===== src/rtl/wallace_pkg.sv =====
// Shared constants and elaboration-time helpers for the pipelined Wallace multiplier.
package wallace_pkg;

    localparam int MUL_LAT = 3;

    // Baugh-Wooley: in signed mode, invert the cross terms that touch exactly one sign bit.
    function automatic logic bw_pp(input logic a_bit, input logic b_bit, input int i,
                                   input int j, input logic signed_mode, input int n);
        logic p;
        p = a_bit & b_bit;
        if (signed_mode && ((i == n - 1) != (j == n - 1)))
            p = ~p;
        return p;
    endfunction

    function automatic int csa_rows(input int n_rows);
        return 2 * (n_rows / 3) + n_rows % 3;
    endfunction

    function automatic int rows_after(input int n_rows, input int layers);
        int r;
        r = n_rows;
        for (int k = 0; k < layers; k++)
            r = csa_rows(r);
        return r;
    endfunction

    function automatic int layers_to(input int n_rows, input int target);
        int r;
        int k;
        r = n_rows;
        k = 0;
        while (r > target) begin
            r = csa_rows(r);
            k++;
        end
        return k;
    endfunction

endpackage


===== src/rtl/csa_row.sv =====
// One 3:2 carry-save layer: compresses three W-bit vectors into sum and left-shifted carry.
module csa_row #(
    parameter int W = 16
) (
    input  logic [W-1:0] a,
    input  logic [W-1:0] b,
    input  logic [W-1:0] c,
    output logic [W-1:0] sum,
    output logic [W-1:0] carry
);

    logic [W-2:0] maj;

    for (genvar i = 0; i < W; i++) begin : g_sum
        assign sum[i] = a[i] ^ b[i] ^ c[i];
    end

    // Carry out of the top column is dropped; products are taken modulo 2^W.
    for (genvar i = 0; i < W - 1; i++) begin : g_maj
        assign maj[i] = (a[i] & b[i]) | (c[i] & (a[i] ^ b[i]));
    end

    assign carry = {maj, 1'b0};

endmodule


===== src/rtl/wallace_mul_pipe.sv =====
// Three-stage Wallace-tree multiplier, unsigned or Baugh-Wooley signed per operation,
// with a valid/ready handshake on both sides and a tag carried alongside each product.
module wallace_mul_pipe
    import wallace_pkg::*;
#(
    parameter int N  = 8,
    parameter int TW = 4
) (
    input  logic            clk,
    input  logic            rst,
    input  logic            in_valid,
    output logic            in_ready,
    input  logic [N-1:0]    in_a,
    input  logic [N-1:0]    in_b,
    input  logic            in_signed,
    input  logic [TW-1:0]   in_tag,
    output logic            out_valid,
    input  logic            out_ready,
    output logic [2*N-1:0]  out_prod,
    output logic [TW-1:0]   out_tag
);

    localparam int W  = 2 * N;
    localparam int R0 = N + 1;
    localparam int L1 = layers_to(R0, 4);
    localparam int R1 = rows_after(R0, L1);
    localparam int L2 = layers_to(R1, 2);

    logic v1, v2, v3;
    logic ready1, ready2, ready3;

    logic [W-1:0]  s1_rows [R1];
    logic [TW-1:0] s1_tag;
    logic [W-1:0]  s2_sum, s2_cry;
    logic [TW-1:0] s2_tag;

    assign ready3    = !v3 || out_ready;
    assign ready2    = !v2 || ready3;
    assign ready1    = !v1 || ready2;
    assign in_ready  = ready1 && !rst;
    assign out_valid = v3;

    // Partial products; the extra row holds the Baugh-Wooley constants at columns N and 2N-1.
    logic [W-1:0] pp [R0];
    always_comb begin
        for (int i = 0; i < R0; i++)
            pp[i] = '0;
        for (int i = 0; i < N; i++)
            for (int j = 0; j < N; j++)
                pp[i][i+j] = bw_pp(in_a[j], in_b[i], i, j, in_signed, N);
        if (in_signed) begin
            pp[N][N]   = 1'b1;
            pp[N][W-1] = 1'b1;
        end
    end

    logic [W-1:0] t1 [L1+1][R0];
    for (genvar r = 0; r < R0; r++) begin : g_t1_in
        assign t1[0][r] = pp[r];
    end

    for (genvar k = 0; k < L1; k++) begin : g_s1_lyr
        localparam int C  = rows_after(R0, k);
        localparam int G  = C / 3;
        localparam int CN = csa_rows(C);
        for (genvar g = 0; g < G; g++) begin : g_csa
            csa_row #(.W(W)) u_csa (
                .a     (t1[k][3*g]),
                .b     (t1[k][3*g+1]),
                .c     (t1[k][3*g+2]),
                .sum   (t1[k+1][2*g]),
                .carry (t1[k+1][2*g+1])
            );
        end
        for (genvar r = 0; r < C % 3; r++) begin : g_pass
            assign t1[k+1][2*G+r] = t1[k][3*G+r];
        end
        for (genvar r = CN; r < R0; r++) begin : g_zero
            assign t1[k+1][r] = '0;
        end
    end

    logic [W-1:0] t2 [L2+1][R1];
    for (genvar r = 0; r < R1; r++) begin : g_t2_in
        assign t2[0][r] = s1_rows[r];
    end

    for (genvar k = 0; k < L2; k++) begin : g_s2_lyr
        localparam int C  = rows_after(R1, k);
        localparam int G  = C / 3;
        localparam int CN = csa_rows(C);
        for (genvar g = 0; g < G; g++) begin : g_csa
            csa_row #(.W(W)) u_csa (
                .a     (t2[k][3*g]),
                .b     (t2[k][3*g+1]),
                .c     (t2[k][3*g+2]),
                .sum   (t2[k+1][2*g]),
                .carry (t2[k+1][2*g+1])
            );
        end
        for (genvar r = 0; r < C % 3; r++) begin : g_pass
            assign t2[k+1][2*G+r] = t2[k][3*G+r];
        end
        for (genvar r = CN; r < R1; r++) begin : g_zero
            assign t2[k+1][r] = '0;
        end
    end

    logic [W-1:0] cpa_sum;
    logic [W-1:0] cy;
    assign cy[0] = 1'b0;
    for (genvar i = 0; i < W; i++) begin : g_cpa_sum
        assign cpa_sum[i] = s2_sum[i] ^ s2_cry[i] ^ cy[i];
    end
    for (genvar i = 0; i < W - 1; i++) begin : g_cpa_cy
        assign cy[i+1] = (s2_sum[i] & s2_cry[i]) | (cy[i] & (s2_sum[i] ^ s2_cry[i]));
    end

    always_ff @(posedge clk) begin
        if (rst) begin
            v1       <= 1'b0;
            v2       <= 1'b0;
            v3       <= 1'b0;
            out_prod <= '0;
            out_tag  <= '0;
        end else begin
            if (ready1)
                v1 <= in_valid;
            if (ready2)
                v2 <= v1;
            if (ready3) begin
                v3 <= v2;
                // Only real results reach the output registers, so out_prod stays 0 after reset.
                if (v2) begin
                    out_prod <= cpa_sum;
                    out_tag  <= s2_tag;
                end
            end
        end
    end

    always_ff @(posedge clk) begin
        if (ready1 && in_valid) begin
            for (int r = 0; r < R1; r++)
                s1_rows[r] <= t1[L1][r];
            s1_tag <= in_tag;
        end
        if (ready2 && v1) begin
            s2_sum <= t2[L2][0];
            s2_cry <= t2[L2][1];
            s2_tag <= s1_tag;
        end
    end

endmodule


===== config.mk =====
export PLATFORM = sky130hd
export DESIGN_NAME = wallace_mul_pipe
export DESIGN_NICKNAME = d
export VERILOG_FILES = /design/src/rtl/wallace_pkg.sv /design/src/rtl/csa_row.sv /design/src/rtl/wallace_mul_pipe.sv
export SDC_FILE = /design/constraint.sdc
export NUM_CORES = 1
export LEC_CHECK = 0
export BUFFER_PORTS_ARGS = -buffer_cell sky130_fd_sc_hd__clkbuf_2
export CAP_MARGIN = 25
export CORE_UTILIZATION = 60
export DETAILED_ROUTE_END_ITERATION = 10
export PLACE_DENSITY = 0.77
export SLEW_MARGIN = 20
export SYNTH_ARGS = -nofsm -noshare
export SYNTH_HDL_FRONTEND = slang
export SYNTH_SLANG_ARGS = --single-unit

===== constraint.sdc =====
create_clock -name clk -period 5.2 [get_ports clk]
set_input_delay 1.56 -clock clk [delete_from_list [all_inputs] [get_ports clk]]
set_output_delay 1.56 -clock clk [all_outputs]
set_load 0.02 [all_outputs]

==> results of run 1 <==
[sequential cells by signal (all words and copies together) (netlist names)]
register	flops
out_tag	4
v1	1
s2_sum	16
s2_tag	4
out_valid	1
s1_tag	4
s1_rows	41
v2	1
s2_cry	11
out_prod	16
[kinds of logic after synthesis]
family                     after synthesis  synth area share, %
and+or+nand+nor                         88                8.784
adders and majority gates               70                23.55
xor gates and xnor gates                16                2.992
DFF                                     99                52.90
buffers and inverters                   87                7.070
AOI/OAI and AO/OA                       47                4.706
[power breakdown]
group | switching, µW | internal (µW)
Clock | 250 | 221
Sequential | 30.1 | 963
Combinational | 199 | 145
[critical path: stages, from the launching register on]
cell	delay, ns
edfxtp_1	0.38
ha_1	0.22
fa_1	0.38
fa_1	0.40
fa_1	0.40
fa_1	0.40
fa_1	0.39
fa_1	0.36
inv_1	0.07
fa_1	0.16
inv_1	0.05
fa_1	0.37
fa_1	0.38
xor3_1	0.20
nand3_1	0.08
a21oi_1	0.16
[layout by cell type, fill, tap and decap left out]
cell type | Yosys | layout
o21ai_0 | 16 | 16
a21oi_1 | 23 | 23
ha_1 | 24 | 24
o21ai_1 | 4 | 4
clkinvlp_4 | 0 | 1
xor2_1 | 3 | 3
fa_1 | 46 | 46
clkbuf_8 | 0 | 9
bufinv_16 | 0 | 1
buf_8 | 0 | 1
nand2_1 | 31 | 31
nor2_1 | 1 | 1
nor2b_4 | 1 | 1
a31oi_1 | 2 | 1
and2_1 | 34 | 34
xnor2_1 | 12 | 12
buf_4 | 3 | 2
clkinv_4 | 0 | 2
inv_1 | 71 | 71
clkinv_2 | 0 | 2
edfxtp_1 | 76 | 76
a31oi_4 | 0 | 1
clkinv_1 | 0 | 1
clkbuf_2 | 1 | 46
nand3_1 | 20 | 20
xor3_1 | 1 | 1
a311oi_1 | 1 | 1
a21boi_2 | 0 | 1
inv_2 | 1 | 1
dfxtp_1 | 23 | 23
nand2b_2 | 1 | 1
[layer usage]
| layer | global-route usage (%) | wire [µm] | up-vias |
|---|---|---|---|
| met3 | 3.704 | 267 | 8 |
| met1 | 27.25 | 3733 | 1403 |
| li1 | - | - | 1405 |
| met2 | 32.43 | 3902 | 61 |
| met4 | 8.586 | 121 | 0 |
| met5 | 0 | 0 | - |
[per-stage QoR]
| step | hold slack [ns] | cell area [µm²] |
|---|---|---|
| CTS | 0.4236 | 5677 |
| floorplan | 0.4003 | 5185 |
| global route | 0.4283 | 5692 |
| finish | 0.4241 | 5692 |
| global placement | 0.4023 | 5484 |
| detailed placement | 0.4054 | 5484 |
[worst min-delay path by stage]
stage | from | end | slack (ns) | cells past startpoint
5_1_grt | s1_rows[0][0]$_DFFE_PP_ | s2_sum[0]$_DFFE_PP_ | 0.43 | 0
6_report | s1_rows[0][0]$_DFFE_PP_ | s2_sum[0]$_DFFE_PP_ | 0.42 | 0
2_1_floorplan | s1_rows[0][0]$_DFFE_PP_ | s2_sum[0]$_DFFE_PP_ | 0.40 | 0
4_1_cts | s1_rows[0][0]$_DFFE_PP_ | s2_sum[0]$_DFFE_PP_ | 0.42 | 0
3_3_place_gp | s1_tag[1]$_DFFE_PP_ | s2_tag[1]$_DFFE_PP_ | 0.40 | 0
3_5_place_dp | s1_rows[0][0]$_DFFE_PP_ | s2_sum[0]$_DFFE_PP_ | 0.41 | 0
[cell type report]
type | count | area [µm²]
Clock inverter | 7 | 68.82
Inverter | 72 | 270.3
Clock buffer | 9 | 123.9
Sequential cell | 99 | 2743
Timing Repair Buffer | 49 | 260.3
Fill cell | 584 | 2608
Multi-Input combinational cell | 221 | 2095
Tap cell | 105 | 131.4
==> flow_summary.json, run 1 <==
{
  "num_rows": 33,
  "fin_skew_ns": 0.006676,
  "synth_area_leaders": "edfxtp_1, fa_1, dfxtp_1",
  "min_path_type": "reg -> reg",
  "async_reset_ff_share_pct": 0,
  "crit_path_start_kind": "flip-flop",
  "placed_cells": 545,
  "cp-end-kind": "flip-flop",
  "finalSetupViolations": 0,
  "synth_nets": 502,
  "ir_worst_vdd_mv": 0.1378,
  "cts-root-buf": "clkbuf_8",
  "syn_area_um2": 5185,
  "yosysWarnings": 0,
  "clkSinkCount": 99,
  "synth_edf_count": 76,
  "antenna_cells": 0,
  "final_nets": 547,
  "crit_path_end": "out_prod[15]$_SDFFE_PP0P_",
  "die_area_um2": 9017,
  "drc": 0,
  "yosys_most_used_dff": "edfxtp_1",
  "num_vias": 2877,
  "die_x_um": 94.96,
  "portBuffers": 46,
  "cp_max_fo": 1,
  "hpwl_um": 5901,
  "routedWlPerCell_um": 14.28,
  "place_ws_ns": 0.7082,
  "cts_made_buffers": 9,
  "ys_ff_latch": 99,
  "grt_start_max_net_pins": 46,
  "worst_pin_slew_ns": 0.5746,
  "synth_most_common_cell": "edfxtp_1",
  "clk_pin_slew_ns": 0.09,
  "hold_viol": 0,
  "clockBufferDepth": 2,
  "drv_cap": 0,
  "period_needed_ns": 4.478,
  "drv_slew": 0,
  "initial_core_util_pct": 62.48,
  "via_per_inst": 5.119,
  "worstSkewPairLatency_ns": 0.35,
  "synth_cells": 407,
  "power.leakage_uw": 0.002453,
  "final_util_pct": 68.58,
  "fin_cells": 562,
  "grt_pass1_vias": 2790,
  "synth_area_per_cell_um2": 12.74,
  "detail_route.wirelength_um": 8025,
  "die_h_um": 94.96,
  "r2r_setup_slack_ns": 0.72,
  "reg2reg_to": "out_prod[15]$_SDFFE_PP0P_",
  "power_density_nw_per_um2": 317.6,
  "cts_hold_buffers": 0,
  "antenna_found_initial": 0,
  "finalCritPeriodShare_pct": 86.11,
  "crit_type": "reg -> reg",
  "synth_cell_types": 26,
  "crit_path_start": "s2_sum[5]$_DFFE_PP_",
  "first_pass_iters": 4,
  "arrival_ns": 4.76,
  "boundaryPins": 47,
  "h-tree-depth": 3,
  "areaGrowthSynthToFinish_pct": 9.773,
  "ys_seq_area_share_pct": 52.90,
  "ctsResizeCount": 0,
  "status": "finished clean",
  "yosysTopAreaCellShare_pct": 44.02,
  "grt-ovfl-total": 0,
  "cts_tree": "done",
  "relSlewSlack_pct": 61.69,
  "grt_usage_pct": 20.20,
  "fmax_mhz": 223.3,
  "core_area_um2": 8299,
  "fin_tns_setup_ns": 0,
  "gp_congestion": 0.8784,
  "setup_ws_ns": 0.7222,
  "detail-route-antenna-nets": 0,
  "synthTopCellsByCount": "edfxtp_1, inv_1, fa_1",
  "reg2regPathDepth": 15,
  "rr_startpoint": "s2_sum[5]$_DFFE_PP_",
  "postCtsSetupBuffers": 0,
  "drive_gt1_share_pct": 15.10,
  "grt_first_pass_wirelength_um": 13340,
  "drtIter0Drc": 95,
  "yosys.area.top_type": "edfxtp_1",
  "rsz0062_at_grt": "false",
  "crit_required_ns": 5.48,
  "power.total_uw": 1808
}
Note: power is estimated with default switching activity, not from simulation.
==> run 2: changes to the inputs <==
--- a/config.mk
+++ b/config.mk
@@ -6,8 +6,9 @@
 export NUM_CORES = 1
 export LEC_CHECK = 0
 export BUFFER_PORTS_ARGS = -buffer_cell sky130_fd_sc_hd__clkbuf_2
-export CAP_MARGIN = 25
+export CAP_MARGIN = 20
 export CORE_UTILIZATION = 60
+export CTS_BUF_LIST = sky130_fd_sc_hd__clkbuf_8 sky130_fd_sc_hd__clkbuf_16
 export DETAILED_ROUTE_END_ITERATION = 10
 export PLACE_DENSITY = 0.77
 export SLEW_MARGIN = 20
==> run 2 against run 1 <==
Sequential share of layout area is 0.13 points higher. Non-clock buffer count is 1 lower. Worst hold slack worse by 0.0011 ns. Final cell count is 0.18% lower. Sequential power hardly changed. Register-to-register slack worse by 0.03 ns. Via count hardly changed. Global-route usage stayed put. Critical path depth stayed put. Clock skew hardly changed. Fmax is 0.57% lower. Flip-flop and latch count stayed put. Critical path type unchanged. Highest routed layer unchanged.
==> flow_summary.json, run 2 (synthesis gave the netlist of run 1 again) <==
{
  "p_switching_uw": 480.5,
  "place_ws_ns": 0.7082,
  "final_nets": 546,
  "regMostFlops": "s1_rows",
  "fin_tns_setup_ns": 0,
  "relSlewSlack_pct": 30.51,
  "worst_pin_slew_ns": 1.041,
  "crit_type": "reg -> reg",
  "drv_cap": 0,
  "mostFrequentLayoutCells": "edfxtp_1, inv_1, fa_1, clkbuf_2, and2_1",
  "cts_tree": "done",
  "cts_hold_buffers": 0,
  "cp-end-kind": "flip-flop",
  "via_per_inst": 5.132,
  "detail-route-antenna-nets": 0,
  "p_sw_share_pct": 26.58,
  "hold_ws_ns": 0.4230,
  "die_x_um": 94.96,
  "hold_viol": 0,
  "layout_commonest_cell": "edfxtp_1",
  "status": "finished clean",
  "detail_route.wirelength_um": 8030,
  "clkSinkCount": 99,
  "drtIter0Drc": 99,
  "power.leakage_uw": 0.002446,
  "portBuffers": 46,
  "cts_made_buffers": 9,
  "worstSkewPairLatency_ns": 0.36,
  "fmax_mhz": 222.0,
  "period_needed_ns": 4.504,
  "final_util_pct": 68.40,
  "h-tree-depth": 3,
  "grt_first_pass_wirelength_um": 13340,
  "finalCritPeriodShare_pct": 86.61,
  "num_rows": 33,
  "fin_skew_ns": 0.006795,
  "clk_pin_slew_ns": 0.09,
  "cp_max_fo": 1,
  "arrival_ns": 4.79,
  "gp_congestion": 0.8784,
  "seqPwrFrac_pct": 55.0,
  "grt-ovfl-total": 0,
  "clockBufferDepth": 2,
  "drc": 0,
  "hpwl_um": 5901,
  "num_vias": 2879,
  "p_comb_share_pct": 18.9,
  "reg_top3": "s1_rows: 41 flops, out_prod: 16 flops, s2_sum: 16 flops",
  "antenna_found_initial": 0,
  "areaGrowthSynthToFinish_pct": 9.484,
  "clkPwrFrac_pct": 26.1,
  "core_area_um2": 8299,
  "crit_path_start_kind": "flip-flop",
  "die_area_um2": 9017,
  "min_path_type": "reg -> reg",
  "crit_required_ns": 5.49,
  "grt_pass1_vias": 2790,
  "drive_gt1_share_pct": 14.91,
  "power_density_nw_per_um2": 318.4,
  "boundaryPins": 47,
  "die_h_um": 94.96,
  "ctsResizeCount": 0,
  "grt_start_max_net_pins": 46,
  "rsz0062_at_grt": "false",
  "finalSetupViolations": 0,
  "routedWlPerCell_um": 14.31,
  "initial_core_util_pct": 62.48,
  "drv_slew": 0,
  "postCtsSetupBuffers": 0,
  "cts-root-buf": "clkbuf_8",
  "p_int_uw": 1327,
  "first_pass_iters": 4,
  "antenna_cells": 0,
  "setup_ws_ns": 0.6964,
  "largest_register_ffs": 41,
  "grt_usage_pct": 20.20,
  "ir_worst_vdd_mv": 0.1386
}
-- run 2: cell types whose count changed in the layout (fill, tap and decap cells not counted) --
cell,change
buf_8,-1
-- run 2: cell type report --
type / count / area [µm²]
sequential: 99 / 2743
fill: 585 / 2623
multi-input combinational: 221 / 2095
inverter: 72 / 270.3
timing repair buffer: 48 / 245.2
tap: 105 / 131.4
clock buffer: 9 / 123.9
clock inverter: 7 / 68.82
-- run 2: worst max-delay path, stage by stage (launching register included) --
cell	delay (ns)
edfxtp_1	0.38
ha_1	0.22
fa_1	0.38
fa_1	0.40
fa_1	0.40
fa_1	0.40
fa_1	0.39
fa_1	0.36
inv_1	0.07
fa_1	0.16
inv_1	0.05
fa_1	0.37
fa_1	0.38
xor3_1	0.20
nand3_1	0.08
a21oi_1	0.18
-- run 2: layer usage --
layer / routed length, µm / up-vias / global-route usage (%)
li1: - / 1402 / -
met1: 3740 / 1407 / 27.25
met2: 3890 / 62 / 32.43
met3: 278 / 8 / 3.704
met4: 121 / 0 / 8.586
met5: 0 / - / 0
-- run 2: per-stage QoR --
stage / std cells / instance area [µm²] / power [µW]
floorplan: 407 / 5185 / 1255
global placement: 545 / 5484 / 1338
detailed placement: 545 / 5484 / 1363
CTS: 561 / 5677 / 1831
global route: 561 / 5677 / 1925
finish: 561 / 5677 / 1808
-- run 2: final timing paths --
kind | from | to | slack (ns) | depth (start not counted)
setup / recovery | s2_sum[5]$_DFFE_PP_ | out_prod[15]$_SDFFE_PP0P_ | 0.70 | 15
hold / removal | s1_rows[0][0]$_DFFE_PP_ | s2_sum[0]$_DFFE_PP_ | 0.42 | 0
setup reg to reg | s2_sum[5]$_DFFE_PP_ | out_prod[15]$_SDFFE_PP0P_ | 0.70 | 15
hold reg to reg | s1_rows[0][0]$_DFFE_PP_ | s2_sum[0]$_DFFE_PP_ | 0.42 | 0
-- run 2: power by group through the flow --
stage | logic [µW] | clock network, µW | registers [µW]
after floorplan | 238 | 0 | 1020
after global placement | 328 | 0 | 1010
after detailed placement | 348 | 0 | 1010
after CTS | 350 | 485 | 996
after global routing | 408 | 514 | 1000
final | 342 | 472 | 994
==> run 3: changes to the inputs <==
--- a/config.mk
+++ b/config.mk
@@ -10,8 +10,9 @@
 export CORE_UTILIZATION = 60
 export CTS_BUF_LIST = sky130_fd_sc_hd__clkbuf_8 sky130_fd_sc_hd__clkbuf_16
 export DETAILED_ROUTE_END_ITERATION = 10
-export PLACE_DENSITY = 0.77
+export PLACE_DENSITY = 0.76
 export SLEW_MARGIN = 20
 export SYNTH_ARGS = -nofsm -noshare
 export SYNTH_HDL_FRONTEND = slang
+export SYNTH_HIERARCHICAL = 1
 export SYNTH_SLANG_ARGS = --single-unit
==> run 3 against run 2 <==
Register-to-register slack worse by 1.6 ns. Highest routed layer unchanged. The run now ends with DRC, setup timing left. Sequential share of layout area decreased by 6.0 points. Final cell count is 27% higher. Critical path depth up 3. Clock skew increased by 0.0037 ns. Worst setup slack worse by 1.6 ns. Fmax is 26% lower. Sequential power grew 46%. First-iteration DRC count grew to 2.6 times the previous value.
==> flow_summary.json, run 3 <==
{
  "gp_congestion": 0.8419,
  "initial_core_util_pct": 62.21,
  "hold_viol": 0,
  "die_x_um": 111.5,
  "hpwl_um": 8439,
  "fin_cells": 714,
  "worstSkewPairLatency_ns": 0.41,
  "critPathTopFamily": "adder cells",
  "rsz0062_at_grt": "true",
  "r2r_setup_slack_ns": -0.92,
  "grt_start_max_net_pins": 37,
  "detail_route.wirelength_um": 12500,
  "first_pass_iters": 8,
  "drv_slew": 0,
  "largest_register_ffs": 64,
  "cts-root-buf": "clkbuf_16",
  "num_vias": 3637,
  "h-tree-depth": 4,
  "crit_buf_inv": 0,
  "drc": 6,
  "p_int_uw": 2488,
  "violations": "DRC, setup timing",
  "cts_hold_buffers": 0,
  "die_area_um2": 12430,
  "power.leakage_uw": 0.003400,
  "cp-end-kind": "flip-flop",
  "relSlewSlack_pct": 32.06,
  "clk_pin_slew_ns": 0.05,
  "worstPathCellList": "ha_2 -> fa_2 -> fa_2 -> fa_2 -> fa_2 -> fa_2 -> fa_2 -> fa_2 -> fa_2 -> fa_2 -> fa_2 -> fa_2 -> fa_2 -> fa_2 -> fa_2 -> xor3_1 -> nand3_2 -> a21oi_2",
  "antenna_found_initial": 0,
  "async_reset_ff_share_pct": 0,
  "status": "finished with violations",
  "grt_usage_pct": 23.30,
  "mostFrequentLayoutCells": "fa_1, edfxtp_1, conb_1",
  "synth_area_leaders": "edfxtp_1, fa_1, dfxtp_1",
  "portBuffers": 46,
  "grt-ovfl-total": 0,
  "fmax_mhz": 163.3,
  "synthTopCellsByCount": "fa_1, edfxtp_1, and2_1",
  "drv_cap": 0,
  "boundaryPins": 47,
  "drtIter0Drc": 262,
  "worst_pin_slew_ns": 1.018,
  "min_path_type": "reg -> reg",
  "layout_commonest_cell": "fa_1",
  "seqPwrFrac_pct": 42.3,
  "ys_seq_area_share_pct": 49.81,
  "power_density_nw_per_um2": 405.2,
  "rr_startpoint": "s2_sum[0]$_DFFE_PP_",
  "cts_made_buffers": 17,
  "via_per_inst": 5.094,
  "areaGrowthSynthToFinish_pct": 17.62,
  "synth_area_per_cell_um2": 16.54,
  "clkSinkCount": 127,
  "regMostFlops": "s1_rows",
  "fin_skew_ns": 0.01053,
  "arrival_ns": 6.46,
  "num_rows": 39,
  "synth_edf_count": 104,
  "yosysTopAreaCellShare_pct": 43.41,
  "critPathSlowestCell": "fa_2",
  "yosys_most_used_dff": "edfxtp_1",
  "crit_path_start_kind": "flip-flop",
  "crit_type": "reg -> reg",
  "clockBufferDepth": 2,
  "grt_pass1_vias": 4175,
  "postCtsSetupBuffers": 0,
  "antenna_cells": 0,
  "clkPwrFrac_pct": 34.4,
  "synth_cell_types": 24,
  "yosysWarnings": 6,
  "dpl-instance-area_um2": 7829,
  "finalCritPeriodShare_pct": 117.7,
  "ys_ff_latch": 127,
  "syn_area_um2": 7194,
  "crit_path_start": "s2_sum[0]$_DFFE_PP_",
  "multi_input_area_um2": 3825,
  "placed_cells": 681,
  "yosys.area.top_type": "edfxtp_1",
  "detail-route-antenna-nets": 0,
  "p_switching_uw": 941.2,
  "synth_most_common_cell": "fa_1",
  "cp_max_fo": 1,
  "crit_path_frequent_cell": "fa_2",
  "period_needed_ns": 6.122,
  "core_area_um2": 11560,
  "grt_first_pass_wirelength_um": 21110,
  "setup_ws_ns": -0.9221,
  "hp-start": "s1_tag[2]$_DFFE_PP_",
  "critPathMaxStageDelay_ns": 0.39,
  "die_h_um": 111.5,
  "p_comb_share_pct": 23.3,
  "cts_tree": "done",
  "routedWlPerCell_um": 17.50,
  "final_area_um2": 8462,
  "drive_gt1_share_pct": 17.34,
  "synth_cells": 435,
  "crit_required_ns": 5.54,
  "p_sw_share_pct": 27.45,
  "finalSetupViolations": 4,
  "ir_worst_vdd_mv": 0.3093,
  "regArea_um2": 3583,
  "fill_cells": 743,
  "final_nets": 703
}
[run 3: changes by cell type after synthesis, moves of 6 or more]
cell	change
fa_1	+73
inv_1	-70
edfxtp_1	+28
ha_1	-23
nand2_1	-17
and2_1	+16
o21ai_0	-11
o21ai_1	+11
conb_1	+8
xor3_1	+7
buf_4	+6
[run 3: per-stage QoR]
stage / util (%) / setup WS, ns / hold slack (ns) / power, µW / TNS, ns
after floorplan: - / -0.7157 / 0.4003 / 1961 / -1.324
after global placement: 67.69 / -0.8970 / 0.4034 / 2131 / -1.807
after detailed placement: 67.69 / -0.9902 / 0.4071 / 2194 / -2.041
after CTS: 72.89 / -0.9129 / 0.4203 / 3430 / -2.419
after global routing: 73.17 / -1.129 / 0.4292 / 3616 / -3.163
final: 73.17 / -0.9221 / 0.4181 / 3429 / -2.408
[run 3: final cells by class]
type,instances,share of cell area [%]
clock buffer,17,5.027
clock inverter,15,1.996
inverter,2,0.08872
tap,143,2.114
timing repair buffer,49,3.223
multi-input combinational,361,45.20
sequential,127,42.35
[run 3: layer usage]
metal  vias to the layer above  global-route usage, %  part of all wire, %
met5                         -                      0                    0
met4                         0                  10.54                  1.9
met3                        18                  4.409                  4.8
met2                        96                  39.04                   52
met1                      1883                  30.06                   41
li1                       1640                      -                    -
[run 3: path summary, 6_finish.rpt]
kind	depth (start not counted)	endpoint
worst max-delay path	18	out_prod[15]$_SDFFE_PP0P_
worst max register to register	18	out_prod[15]$_SDFFE_PP0P_
worst min-delay path	0	s2_tag[2]$_DFFE_PP_
worst min register to register	0	s2_tag[2]$_DFFE_PP_
[run 3: kinds of logic (layout without fill, tap and decap cells)]
logic type	after synthesis	count (layout)	synth area share (%)
AND/OR/NAND/NOR	88	88	6.817
AO/OA/AOI/OAI	46	46	3.269
other	8	85	0.4174
buffers and inverters	24	83	2.052
XOR/XNOR	22	22	4.348
flip-flops	127	127	49.81
adder cells (fa/ha/maj)	120	120	33.29
[run 3: power groups by stage]
stage	Clock (µW)	Sequential [µW]	Combinational [µW]
after floorplan	0	1460	500
after global placement	0	1450	676
after detailed placement	0	1470	727
after CTS	1200	1450	776
after global routing	1250	1470	901
final	1180	1450	798
[run 3: what timing repair did]
item | in CTS | in global routing
resized for setup | 2 | 1
endpoints found under the setup margin | 4 | 4
pin swaps | 5 | 4
